**src/rtl/box_motion.sv**
```systemverilog
// box_motion: per-frame motion engine for the bouncing-box screensaver.
// Watches the video timer's frame counter and, once per new frame, steps
// the box by its velocity, reflects it off the screen edges, and cycles
// its colour on any bounce. Position and colour are written only in
// COMMIT, so the renderer always sees a consistent box.
module box_motion #(
    parameter int SCREEN_WIDTH  = 640,
    parameter int SCREEN_HEIGHT = 480,
    parameter int BOX_WIDTH     = 100,
    parameter int BOX_HEIGHT    = 100,
    parameter int INIT_X        = 50,
    parameter int INIT_Y        = 50,
    parameter int INIT_VX       = 2,
    parameter int INIT_VY       = 1
) (
    input  logic        clk,
    input  logic        rst,
    input  logic [31:0] frame,
    input  logic        pause,
    output logic [9:0]  box_x,
    output logic [8:0]  box_y,
    output logic [2:0]  color,
    output logic        bounce,
    output logic        update
);

    localparam int MAX_X = SCREEN_WIDTH - BOX_WIDTH;
    localparam int MAX_Y = SCREEN_HEIGHT - BOX_HEIGHT;

    // Trajectory arithmetic runs 2 bits wider than the x position so an
    // overshoot in either direction is visible as a sign or range excess.
    localparam logic signed [11:0] MAX_X_S = 12'(MAX_X);
    localparam logic signed [11:0] MAX_Y_S = 12'(MAX_Y);

    // The reflected result is always back in range, so the far-edge
    // reflection 2*MAX - t can be formed modulo the position width.
    localparam logic [9:0] TWO_MAX_X_MOD = 10'(2 * MAX_X);
    localparam logic [8:0] TWO_MAX_Y_MOD = 9'(2 * MAX_Y);

    localparam logic [9:0] INIT_X_V  = 10'(INIT_X);
    localparam logic [8:0] INIT_Y_V  = 9'(INIT_Y);
    localparam logic [3:0] INIT_VX_V = 4'(INIT_VX);
    localparam logic [3:0] INIT_VY_V = 4'(INIT_VY);

    typedef enum logic [1:0] {
        IDLE,
        STEP_X,
        STEP_Y,
        COMMIT
    } state_t;

    state_t r_state;
    state_t w_next_state;

    logic [31:0] r_frame_prev;
    logic        r_pending;

    logic [9:0]  r_box_x;
    logic [8:0]  r_box_y;
    logic [3:0]  r_vx;
    logic [3:0]  r_vy;
    logic [2:0]  r_color;
    logic        r_bounce;
    logic        r_update;

    // Working values computed in STEP_X / STEP_Y, applied in COMMIT.
    logic [9:0]  r_nx;
    logic [8:0]  r_ny;
    logic [3:0]  r_nvx;
    logic [3:0]  r_nvy;
    logic        r_hx;
    logic        r_hy;

    logic               w_frame_new;
    logic signed [11:0] w_tx;
    logic signed [11:0] w_ty;
    logic [9:0]         w_nx;
    logic [8:0]         w_ny;
    logic [3:0]         w_nvx;
    logic [3:0]         w_nvy;
    logic               w_hx;
    logic               w_hy;
    logic [2:0]         w_color_next;

    assign w_frame_new = (frame != r_frame_prev);

    assign w_tx = $signed({2'b00, r_box_x}) + $signed({{8{r_vx[3]}}, r_vx});
    assign w_ty = $signed({3'b000, r_box_y}) + $signed({{8{r_vy[3]}}, r_vy});

    assign w_color_next = (r_color == 3'd7) ? 3'd1 : r_color + 3'd1;

    // Reflect the tentative x and y positions off the screen edges.
    always_comb begin
        // NOTE: every combinational output gets a default first, so no path
        // leaves it unassigned and no latch is inferred.
        w_nx  = w_tx[9:0];
        w_nvx = r_vx;
        w_hx  = 1'b0;
        w_ny  = w_ty[8:0];
        w_nvy = r_vy;
        w_hy  = 1'b0;
        if (w_tx[11]) begin
            w_nx  = -w_tx[9:0];
            w_nvx = -r_vx;
            w_hx  = 1'b1;
        end else if (w_tx > MAX_X_S) begin
            w_nx  = TWO_MAX_X_MOD - w_tx[9:0];
            w_nvx = -r_vx;
            w_hx  = 1'b1;
        end
        if (w_ty[11]) begin
            w_ny  = -w_ty[8:0];
            w_nvy = -r_vy;
            w_hy  = 1'b1;
        end else if (w_ty > MAX_Y_S) begin
            w_ny  = TWO_MAX_Y_MOD - w_ty[8:0];
            w_nvy = -r_vy;
            w_hy  = 1'b1;
        end
    end

    // State register.
    always_ff @(posedge clk) begin
        // NOTE: sequential state uses non-blocking assignments so every
        // register samples pre-edge values regardless of statement order.
        if (rst) begin
            r_state <= IDLE;
        end else begin
            r_state <= w_next_state;
        end
    end

    // Next-state logic: one pass IDLE -> STEP_X -> STEP_Y -> COMMIT per frame.
    always_comb begin
        w_next_state = r_state;
        case (r_state)
            IDLE:    if (w_frame_new || r_pending) w_next_state = STEP_X;
            STEP_X:  w_next_state = STEP_Y;
            STEP_Y:  w_next_state = COMMIT;
            COMMIT:  w_next_state = IDLE;
            default: w_next_state = IDLE;
        endcase
    end

    // Frame tracking, working values and the committed outputs.
    always_ff @(posedge clk) begin
        if (rst) begin
            r_frame_prev <= frame;
            r_pending    <= 1'b0;
            r_box_x      <= INIT_X_V;
            r_box_y      <= INIT_Y_V;
            r_vx         <= INIT_VX_V;
            r_vy         <= INIT_VY_V;
            r_color      <= 3'b111;
            r_bounce     <= 1'b0;
            r_update     <= 1'b0;
            r_nx         <= '0;
            r_ny         <= '0;
            r_nvx        <= '0;
            r_nvy        <= '0;
            r_hx         <= 1'b0;
            r_hy         <= 1'b0;
        end else begin
            r_update <= 1'b0;
            r_bounce <= 1'b0;

            // Track the latest frame value everywhere so back-to-back
            // changes during a step merge into a single queued frame.
            if (w_frame_new) begin
                r_frame_prev <= frame;
            end

            case (r_state)
                IDLE: begin
                    if (w_frame_new || r_pending) r_pending <= 1'b0;
                end
                STEP_X: begin
                    r_nx  <= w_nx;
                    r_nvx <= w_nvx;
                    r_hx  <= w_hx;
                end
                STEP_Y: begin
                    r_ny  <= w_ny;
                    r_nvy <= w_nvy;
                    r_hy  <= w_hy;
                end
                COMMIT: begin
                    if (!pause) begin
                        r_box_x  <= r_nx;
                        r_box_y  <= r_ny;
                        r_vx     <= r_nvx;
                        r_vy     <= r_nvy;
                        r_update <= 1'b1;
                        r_bounce <= r_hx | r_hy;
                        if (r_hx | r_hy) r_color <= w_color_next;
                    end
                end
                default: ;
            endcase

            if (w_frame_new && (r_state != IDLE)) begin
                r_pending <= 1'b1;
            end
        end
    end

    assign box_x  = r_box_x;
    assign box_y  = r_box_y;
    assign color  = r_color;
    assign bounce = r_bounce;
    assign update = r_update;

endmodule

```
**config.mk**
```make
export PLATFORM = sky130hd
export DESIGN_NAME = box_motion
export DESIGN_NICKNAME = d
export VERILOG_FILES = /design/src/rtl/box_motion.sv
export SDC_FILE = /design/constraint.sdc
export NUM_CORES = 1
export LEC_CHECK = 0
export CAP_MARGIN = 5
export CORE_ASPECT_RATIO = 1.25
export CORE_MARGIN = 2
export CORE_UTILIZATION = 46
export CTS_CLUSTER_SIZE = 14
export DETAILED_ROUTE_END_ITERATION = 7
export PLACE_DENSITY = 0.74
export SYNTH_ARGS = -nofsm -noshare
export SYNTH_HDL_FRONTEND = slang
export SYNTH_SLANG_ARGS = --single-unit
```
**constraint.sdc**
```tcl
create_clock -name clk -period 3.15 [get_ports clk]
set_input_delay 0.315 -clock clk [delete_from_list [all_inputs] [get_ports clk]]
set_output_delay 0.315 -clock clk [all_outputs]
set_load 0.005 [all_outputs]
```
### Yosys cells after proc, flatten, opt, wreduce, memory -nomap -nowiden

Cells that the tools add are included.

| storage, ports and cells | value |
|---|---|
| register bits after elaboration | 96 |
| bits of input ports | 35 |
| output and inout port bits | 24 |
| word-level logic and storage cells | 69 |

| operators by class | value |
|---|---|
| $add $sub $neg | 9 |
| magnitude comparators | 2 |
| eq/ne operators | 6 |
| muxes and demuxes | 21 |
| bitwise gates (word level) | 3 |
| reduce and logical (&&, ||, !) cells | 12 |

Operator list:

| cell | count |
|---|---|
| $mux W32 | 2 |
| $ne A32 B32 Y1 | 1 |
| $mux W10 | 2 |
| $mux W9 | 2 |
| $mux W4 | 4 |
| $add A11 B4 Y12 | 1 |
| $gt A12 B11 Y1 const B | 1 |
| $add A10 B4 Y11 | 1 |
| $gt A11 B10 Y1 const B | 1 |
| $neg A10 Y10 | 1 |
| $sub A6 B10 Y10 const A | 1 |
| $neg A9 Y9 | 1 |
| $sub A8 B9 Y9 const A | 1 |
| $mux W1 | 8 |
| $neg A4 Y4 | 2 |
| $pmux W2 S4 | 1 |
| $reduce_bool A2 Y1 | 4 |
| $eq A2 B2 Y1 const B | 2 |
| $reduce_and A2 Y1 | 2 |
| $add A3 B1 Y3 const B | 1 |
| $eq A3 B3 Y1 const B | 1 |
| $mux W3 | 1 |
| $reduce_and A3 Y1 | 1 |
| $reduce_or A3 Y1 | 1 |
| 9 further kinds | 10 |

### Longest topological paths before layout

| logic depth | value |
|---|---|
| word-level depth | 5 |
| mapped depth | 13 |
| depth with buffers taken out | 11 |

### Worst setup path before layout

Ideal clock, no wire load.

| timing | value |
|---|---|
| path type | flip-flop to flip-flop |
| start | register r_box_y[0], in the netlist box_y[0] |
| end | register r_ny[5] |
| setup time | 0.091 ns |
| arrival | 2.685 ns |
| required time | 3.059 ns |
| slack | 0.374 ns |
| stages on the path, launching flop included | 12 |
| path buffers | 1 |
| clock period less this slack | 2.776 ns |
| cells stage by stage | dfxtp_1 -> ha_1 -> inv_1 -> fa_1 -> nor2b_4 -> o211ai_1 -> a21o_1 -> a211oi_2 -> buf_2 -> a2111oi_0 -> or4_1 -> a311oi_1 |

| on the way | value |
|---|---|
| word-level cells in the longest chain between the ends | 4 |
| elaborated cells between the ends (all ways) | 6 |
| those cells by class | add/sub: 3; order compare: 1; mux: 2 |

Ends and longest elaborated chain:

| what | RTL line | RTL |
|---|---|---|
| start, declared | 59 | `logic [8:0] r_box_y;` |
| start signal, assigned | 190 | `r_box_y <= r_ny;` |
| $add A10 B4 Y11 * | 88 | `assign w_ty = $signed({3'b000, r_box_y}) + $signed({{8{r_vy[3]}}, r_vy});` |
| $sub A8 B9 Y9 / $gt A11 B10 Y1 (equally long branches) | 116, 115 |  |
| $mux W9 | 115 | `end else if (w_ty > MAX_Y_S) begin` |
| $mux W9 * | 111 | `if (w_ty[11]) begin` |
| end signal, assigned | 183 | `r_ny <= w_ny;` |
| end, declared | 68 | `logic [8:0] r_ny;` |

Mark *: on every way between the ends. The rest lies on a longest branch, timed or not.
A chain may end at the register's enable or synchronous reset.

### Worst setup path after layout

| timing | value |
|---|---|
| start | register r_vx[3] |
| end | register r_nx[4] |

| on the way | value |
|---|---|
| word-level cells in the longest chain between the ends | 4 |
| elaborated cells between the ends (all ways) | 6 |
| those cells by class | add/sub: 3; order compare: 1; mux: 2 |

Ends and longest elaborated chain:

| what | RTL line | RTL |
|---|---|---|
| start, declared | 60 | `logic [3:0] r_vx;` |
| start signal, assigned | 191 | `r_vx <= r_nvx;` |
| $add A11 B4 Y12 * | 87 | `assign w_tx = $signed({2'b00, r_box_x}) + $signed({{8{r_vx[3]}}, r_vx});` |
| $sub A6 B10 Y10 / $gt A12 B11 Y1 (equally long branches) | 107, 106 |  |
| $mux W10 | 106 | `end else if (w_tx > MAX_X_S) begin` |
| $mux W10 * | 102 | `if (w_tx[11]) begin` |
| end signal, assigned | 178 | `r_nx <= w_nx;` |
| end, declared | 67 | `logic [9:0] r_nx;` |

Marks and branches as above.

==> metrics.txt <==
DIE HEIGHT 129 µm; n_diodes 0; syn_nets 687; largest net degree at the start of global routing 33; fin crit period 2.97 ns; GPL Wtd Cong 0.923; crit path cell chain ha_1 -> and3_1 -> a2111oi_1 -> a21oi_2 -> xnor2_4 -> a41oi_4 -> buf_4 -> o221ai_1 -> xor2_1 -> a211oi_1; sequential area share after synthesis 0.392; via count 4,728; # nets final 750; share of layout cells above drive strength 1 0.102; Longest Clk Path Bufs 2; Die ar. 0.0133 mm²; port bufs 58; setup TNS 0 ns; total grt overflow 0; WS Path Type flip-flop to flip-flop; synth top area cells dfxtp_1 (22%), edfxtp_1 (17%), ha_1 (7.0%), xnor2_1 (6.0%), nand2_1 (5.1%); Post-synth ARST share 0; Critical Path Fanout Max 10; Fin Hold WS 0.447 ns; startpoint types flip-flop; post-DP HPWL 9.54 mm; Placed Area 0.00650 mm²; clock network power share 0.348; Adder-Cell Fraction of Synth Area 0.0770; Total Power 3.19 mW; EDFF count, synth 32; drt first pass iters 4; Die W 104 µm; DR WL/cell 15.2 µm; Reg clk slew, reported paths 0.07 ns; fin crit share 0.944; worst path required time 3.41 ns; final count of hold timing violations 0; Max VDD drop 0.000258 V; drt drc 0; Post-synth top flop dfxtp_1; Syn Std Cell Area 0.00572 mm²; Gate power share 0.194; clock tree from TritonCTS yes; max incr delay on CP 0.46 ns; CTS Buf Count 9; Starting Density 0.470; CTS sink cnt 96; Yosys reg bits 96; Post-Synth XOR/XNOR Area 0.0746; Final Setup Violations 0; commonest cells after routing, fill and taps aside nand2_1 (77), dfxtp_1 (61), clkdlybuf4s50_1 (57); Max Slew Vio Count 0; vias per cell 5.56; 1st-iter DRT viols 207; simple-gate area share of the yosys netlist 0.190; leading area contributor after synthesis dfxtp_1; NetSw 896 µW; internal power 2.29 mW; clk_skew 0.00608 ns; vias in the first global route 4,733; type of destination of the critical path flip-flop; hold-fix buffer count after cts 0; worst rel slew slack 0.594; most common cell after layout, fill and taps aside nand2_1; row count 45; antenna-violating nets left 0; switching share of total power 0.281; syn_area_per_cell 9.25 µm²; Cells after Synth 618; worst hold path class flip-flop to flip-flop; Boundary Pins 59; P&R area growth vs syn 20.2%; actual slew at the worst max-slew pin 0.594 ns; outcome finished, final reports clean; Reg power frac 0.459; Routed WL 12.9 mm; yosys warns 0; Design Area, Final 0.00687 mm²; core area 0.0122 mm²; clk_lat worst skew 0.34 ns; Distinct cells, synth 76; Total Routing Usage GR 0.199; Power per Cell Area 464 mW/mm²; RSZ-0062 raised after global routing no; CP arrival 3.23 ns; multiplexer share of the synthesized area 0.0195; global-route wire length before repair 21.9 mm; largest family of logic cells by synthesized area compound AO/OA/AOI/OAI gates; Max Cap Viol 0; post-synthesis compound-gate area fraction 0.208; fmax 336 MHz; initial antenna violation count 0; fillers 1,067; Slowest-stage cell, CP dfxtp_1; H-tree Lvls 3; Leak 2.55 nW; share of the synthesized area in the top cell type 0.224; Root Driver clkbuf_16
==> what timing repair did <==
| action | 4_1_cts | 5_1_grt |
|---|---|---|
| endpoints found under the hold margin | 0 | 0 |
| gates resized for setup | 0 | 11 |
| setup endpoints to repair | 0 | 15 |
| setup buffers | 0 | 5 |
==> worst paths after layout <==
| kind | startpoint | to | slack, ns | cells after the start |
|---|---|---|---|---|
| min reg2reg | r_ny[7] | box_y[7] | 0.45 | 2 |
| max reg2reg | r_vx[3] | r_nx[4] | 0.18 | 10 |
| max | r_vx[3] | r_nx[4] | 0.18 | 10 |
| min | r_ny[7] | box_y[7] | 0.45 | 2 |
==> area by class of cell <==
class / instances / area [µm²] / share of cell area
Timing Repair Buffer: 79 / 733 / 0.107
Clock inverter: 7 / 76.3 / 0.0111
Sequential cell: 96 / 2250 / 0.327
Inverter: 26 / 97.6 / 0.0142
Tap cell: 164 / 205 / 0.0299
Multi-Input combinational cell: 469 / 3290 / 0.479
Clock buffer: 9 / 225 / 0.0328
==> metal layers <==
metal	vias to the layer above	global-route usage	routed length, µm
met5	-	0	0
met4	0	0.0906	383
met3	28	0.0314	373
met2	83	0.365	6570
met1	2226	0.229	5570
li1	2391	-	-
==> critical path, delay by kind of cell (launching register included) <==
kind / cells / cell delay (ns)
AOI/OAI and AO/OA: 5 / 1.22
xor gates and xnor gates: 2 / 0.38
adders and majority gates: 1 / 0.40
buffers and inverters: 1 / 0.19
DFF: 1 / 0.46
and+or+nand+nor: 1 / 0.23
==> per-stage QoR <==
| stage | instances | utilization | setup WS, ns |
|---|---|---|---|
| 6_report | 850 | 0.565 | 0.175 |
| 5_1_grt | 850 | 0.565 | 0.000255 |
| 2_1_floorplan | 618 | - | 0.374 |
| 3_3_place_gp | 829 | 0.534 | 0.191 |
| 3_5_place_dp | 829 | 0.534 | 0.0463 |
| 4_1_cts | 845 | 0.559 | 0.0418 |
==> flip-flops by register name, summed over array words and instances (netlist names) <==
register	cells
r_frame_prev	32
box_x	10
r_nx	10
box_y	9
r_ny	9
r_nvx	4
r_nvy	4
r_vx	4
r_vy	4
color	3
r_state	2
bounce	1
r_hx	1
r_hy	1
r_pending	1
update	1
==> cell families after synthesis <==
| logic type | count (synthesis) |
|---|---|
| XOR/XNOR | 47 |
| AND/OR/NAND/NOR | 222 |
| flip-flops | 96 |
| AO/OA/AOI/OAI | 155 |
| buffers and inverters | 53 |
| adder cells (fa/ha/maj) | 34 |
| multiplexers | 11 |
==> cells in the mapped netlist (5+ instances only) <==
master / number
o21ai_0: 20
nor2_1: 49
o21ai_1: 5
a21o_1: 7
nand3b_1: 5
nand2_1: 77
xor2_1: 6
nor3_1: 8
o31ai_1: 5
edfxtp_1: 32
o211ai_1: 10
nor2b_1: 6
nand4_1: 14
inv_1: 25
o21a_1: 5
a311oi_1: 9
nand2b_1: 8
mux2i_1: 10
a211oi_1: 16
and3_1: 8
a21oi_1: 29
clkbuf_1: 18
o311ai_0: 5
nand3_1: 15
ha_1: 32
or3_1: 9
dfxtp_1: 64
xnor2_1: 39
==> power groups by stage <==
stage	registers (mW)	clock network, mW	logic [mW]
CTS	1.46	1.14	0.616
global placement	1.48	0	0.594
floorplan	1.47	0	0.438
detailed placement	1.49	0	0.613
finish	1.46	1.11	0.618
global route	1.48	1.19	0.698
Power figures use the tool's default switching activity.
==> variant, RTL diff (same settings) <==
Encoding of `state_t`: now one-hot (4 bits for 4 states).
--- a/src/rtl/box_motion.sv
+++ b/src/rtl/box_motion.sv
@@ -43,9 +43,9 @@
     localparam logic [3:0] INIT_VY_V = 4'(INIT_VY);
 
-    typedef enum logic [1:0] {
-        IDLE,
-        STEP_X,
-        STEP_Y,
-        COMMIT
+    typedef enum logic [3:0] {
+        IDLE   = 4'b0001,
+        STEP_X = 4'b0010,
+        STEP_Y = 4'b0100,
+        COMMIT = 4'b1000
     } state_t;
 
Behaviour: same outputs for any inputs over 10 cycles, from zero or initial values and one cycle with rst high; not proved beyond that.
==> variant against the original RTL <==
Via count increased by 3.0%; worst setup slack got worse by 0.072 ns; clock skew increased by 0.0029 ns; utilization increased by 1.9 points; cell area decreased by 0.36%; routed wire length increased by 3.5%; sequential cell count increased by 2; maximum frequency decreased by 2.4%; synthesized area decreased by 2.7%; non-clock buffer count increased by 13; synthesized cell count decreased by 0.16%; critical endpoint is now r_ny[4].
Power is not compared: it rests on default switching activity, and its combinational part moved more than twofold at a synthesized area within 25%.
==> variant: results (changes against the original RTL) <==
htreeDepth: 3  # unchanged
worst_pin_slew_ns: 0.569  # was 0.594 ns
skew_ns: 0.00897  # was 0.00608 ns
globalplace.congestion: 0.886  # was 0.923
cp_slowest_cell: "or4_4"  # was dfxtp_1
drtPass1Iterations: 4  # unchanged
ys_seq_area_share_pct: 41.0  # was 39.2%
largest_reg_flops: 32  # unchanged
p_sw_share_pct: 23.3
clkLatencyLatePin_ns: 0.34  # about the same
syn-num-nets: 681  # was 687
via_per_inst: 5.67  # was 5.56
cp_max_fo: 13  # was 10
r2r-start: "r_vy[3]"  # was r_vx[3]
holdPathStages: 2  # unchanged
cts_root_buf: "clkbuf_16"  # unchanged
first_global_vias: 4749  # was 4733
antenna_cells: 0  # unchanged
crit_end: "r_ny[4]"  # was r_nx[4]
status: "finished, final reports clean"  # unchanged
wirelength_um: 13300  # was 12900 µm
nFillCells: 1037  # was 1067
synth-edff-count: 32  # unchanged
grtUsageTotal_pct: 21.0  # was 19.9%
grt_max_degree: 33  # unchanged
holdPathEnd: "update"  # was box_y[7]
reg2reg_slack_ns: 0.10  # was 0.18 ns
cp.arrival_ns: 3.28  # was 3.23 ns
min_from: "rst"  # was r_ny[7]
final_layout_size_suffix_gt1_share_pct: 12.3  # was 10.2%
async_flop_share_pct: 0  # unchanged
clk_pin_slew_ns: 0.07  # about the same
final_max_slew_viol_count: 0  # unchanged
wl_per_cell_um: 15.5  # was 15.2 µm
place_inst: 838  # was 829
max_stage_delay_ns: 0.43  # was 0.46 ns
vdd.ir_drop.worst_mv: 0.356
ys_types: 71  # was 76
synthCells: 617  # was 618
synth_area_leaders: "dfxtp_1 24%, edfxtp_1 17%, xor2_1 6.5%"  # was dfxtp_1 22%, edfxtp_1 17%, ha_1 7.0%
antenna_found_initial: 0  # unchanged
dp_hpwl_um: 9970  # was 9540 µm
regMostFlops: "r_frame_prev"  # unchanged
crit_family: "compound AO/OA/AOI/OAI gates"  # unchanged
critPathKind: "reg -> reg"  # unchanged
grt_pass1_wl_um: 22000  # was 21900 µm
yosysWarnings: 0  # unchanged
ff2ff_path_depth: 10  # unchanged
hold_class: "in -> reg"  # was reg -> reg
ys_top_cells_by_count: "88 x nand2_1, 66 x dfxtp_1, 41 x nor2_1, 41 x xor2_1, 39 x a21oi_1"  # was 77 x nand2_1, 64 x dfxtp_1, 49 x nor2_1
drt_iter0_drc: 166  # was 207
layout.nets: 756  # was 750
synth-main-ff-cell: "dfxtp_1"  # unchanged
holdWs_ns: 0.328  # was 0.447 ns
-- variant: final cells by class --
cell class                 count  share of cell area (%)
multi-input combinational    468                    45.9
tap                          161                    2.94
clock inverter                 6                   0.658
timing repair buffer          92                    12.4
inverter                      23                    1.26
sequential                    98                    33.4
clock buffer                  10                    3.49
-- variant: repair_timing --
action / CTS / global route
pin swaps: 0 / 4
resized for setup: 2 / 15
endpoints found under the setup margin: 3 / 22
gates cloned: 0 / 0
setup buffers: 0 / 4
-- variant: logic make-up (layout without fill, tap and decap cells) --
kind of cell    after synthesis  after routing  synth area share, %
simple gates                237            237                 20.9
compound gates              147            147                 18.5
flops                        98             98                 41.0
buf+inv                      51            131                 3.82
xor+xnor                     50             50                 8.00
fa+ha+maj                    29             29                 6.79
mux                           5              5                0.922
-- variant: power groups by stage --
stage               logic (W)  clock network (W)  registers, W
floorplan            0.000113                  0       0.00141
CTS                  0.000195            0.00108       0.00139
finish               0.000193            0.00105       0.00139
global placement     0.000188                  0       0.00141
global route         0.000214            0.00113       0.00139
detailed placement   0.000194                  0       0.00141
-- variant: per-stage QoR --
stage | cell area [µm²] | total power [W] | setup slack, ns
floorplan | 5570 | 0.00152 | 0.0466
CTS | 6750 | 0.00266 | 0.0477
detailed placement | 6460 | 0.00161 | -0.0125
global placement | 6460 | 0.00160 | 0.0692
finish | 6850 | 0.00263 | 0.103
global route | 6850 | 0.00273 | -0.0158
-- variant: per-layer routing --
| metal | vias to the layer above | part of all wire, % | track usage, % |
|---|---|---|---|
| li1 | 2405 | - | - |
| met1 | 2353 | 41 | 25.3 |
| met2 | 97 | 54 | 37.4 |
| met3 | 14 | 3.4 | 3.77 |
| met4 | 0 | 1.6 | 7.06 |
| met5 | - | 0 | 0 |
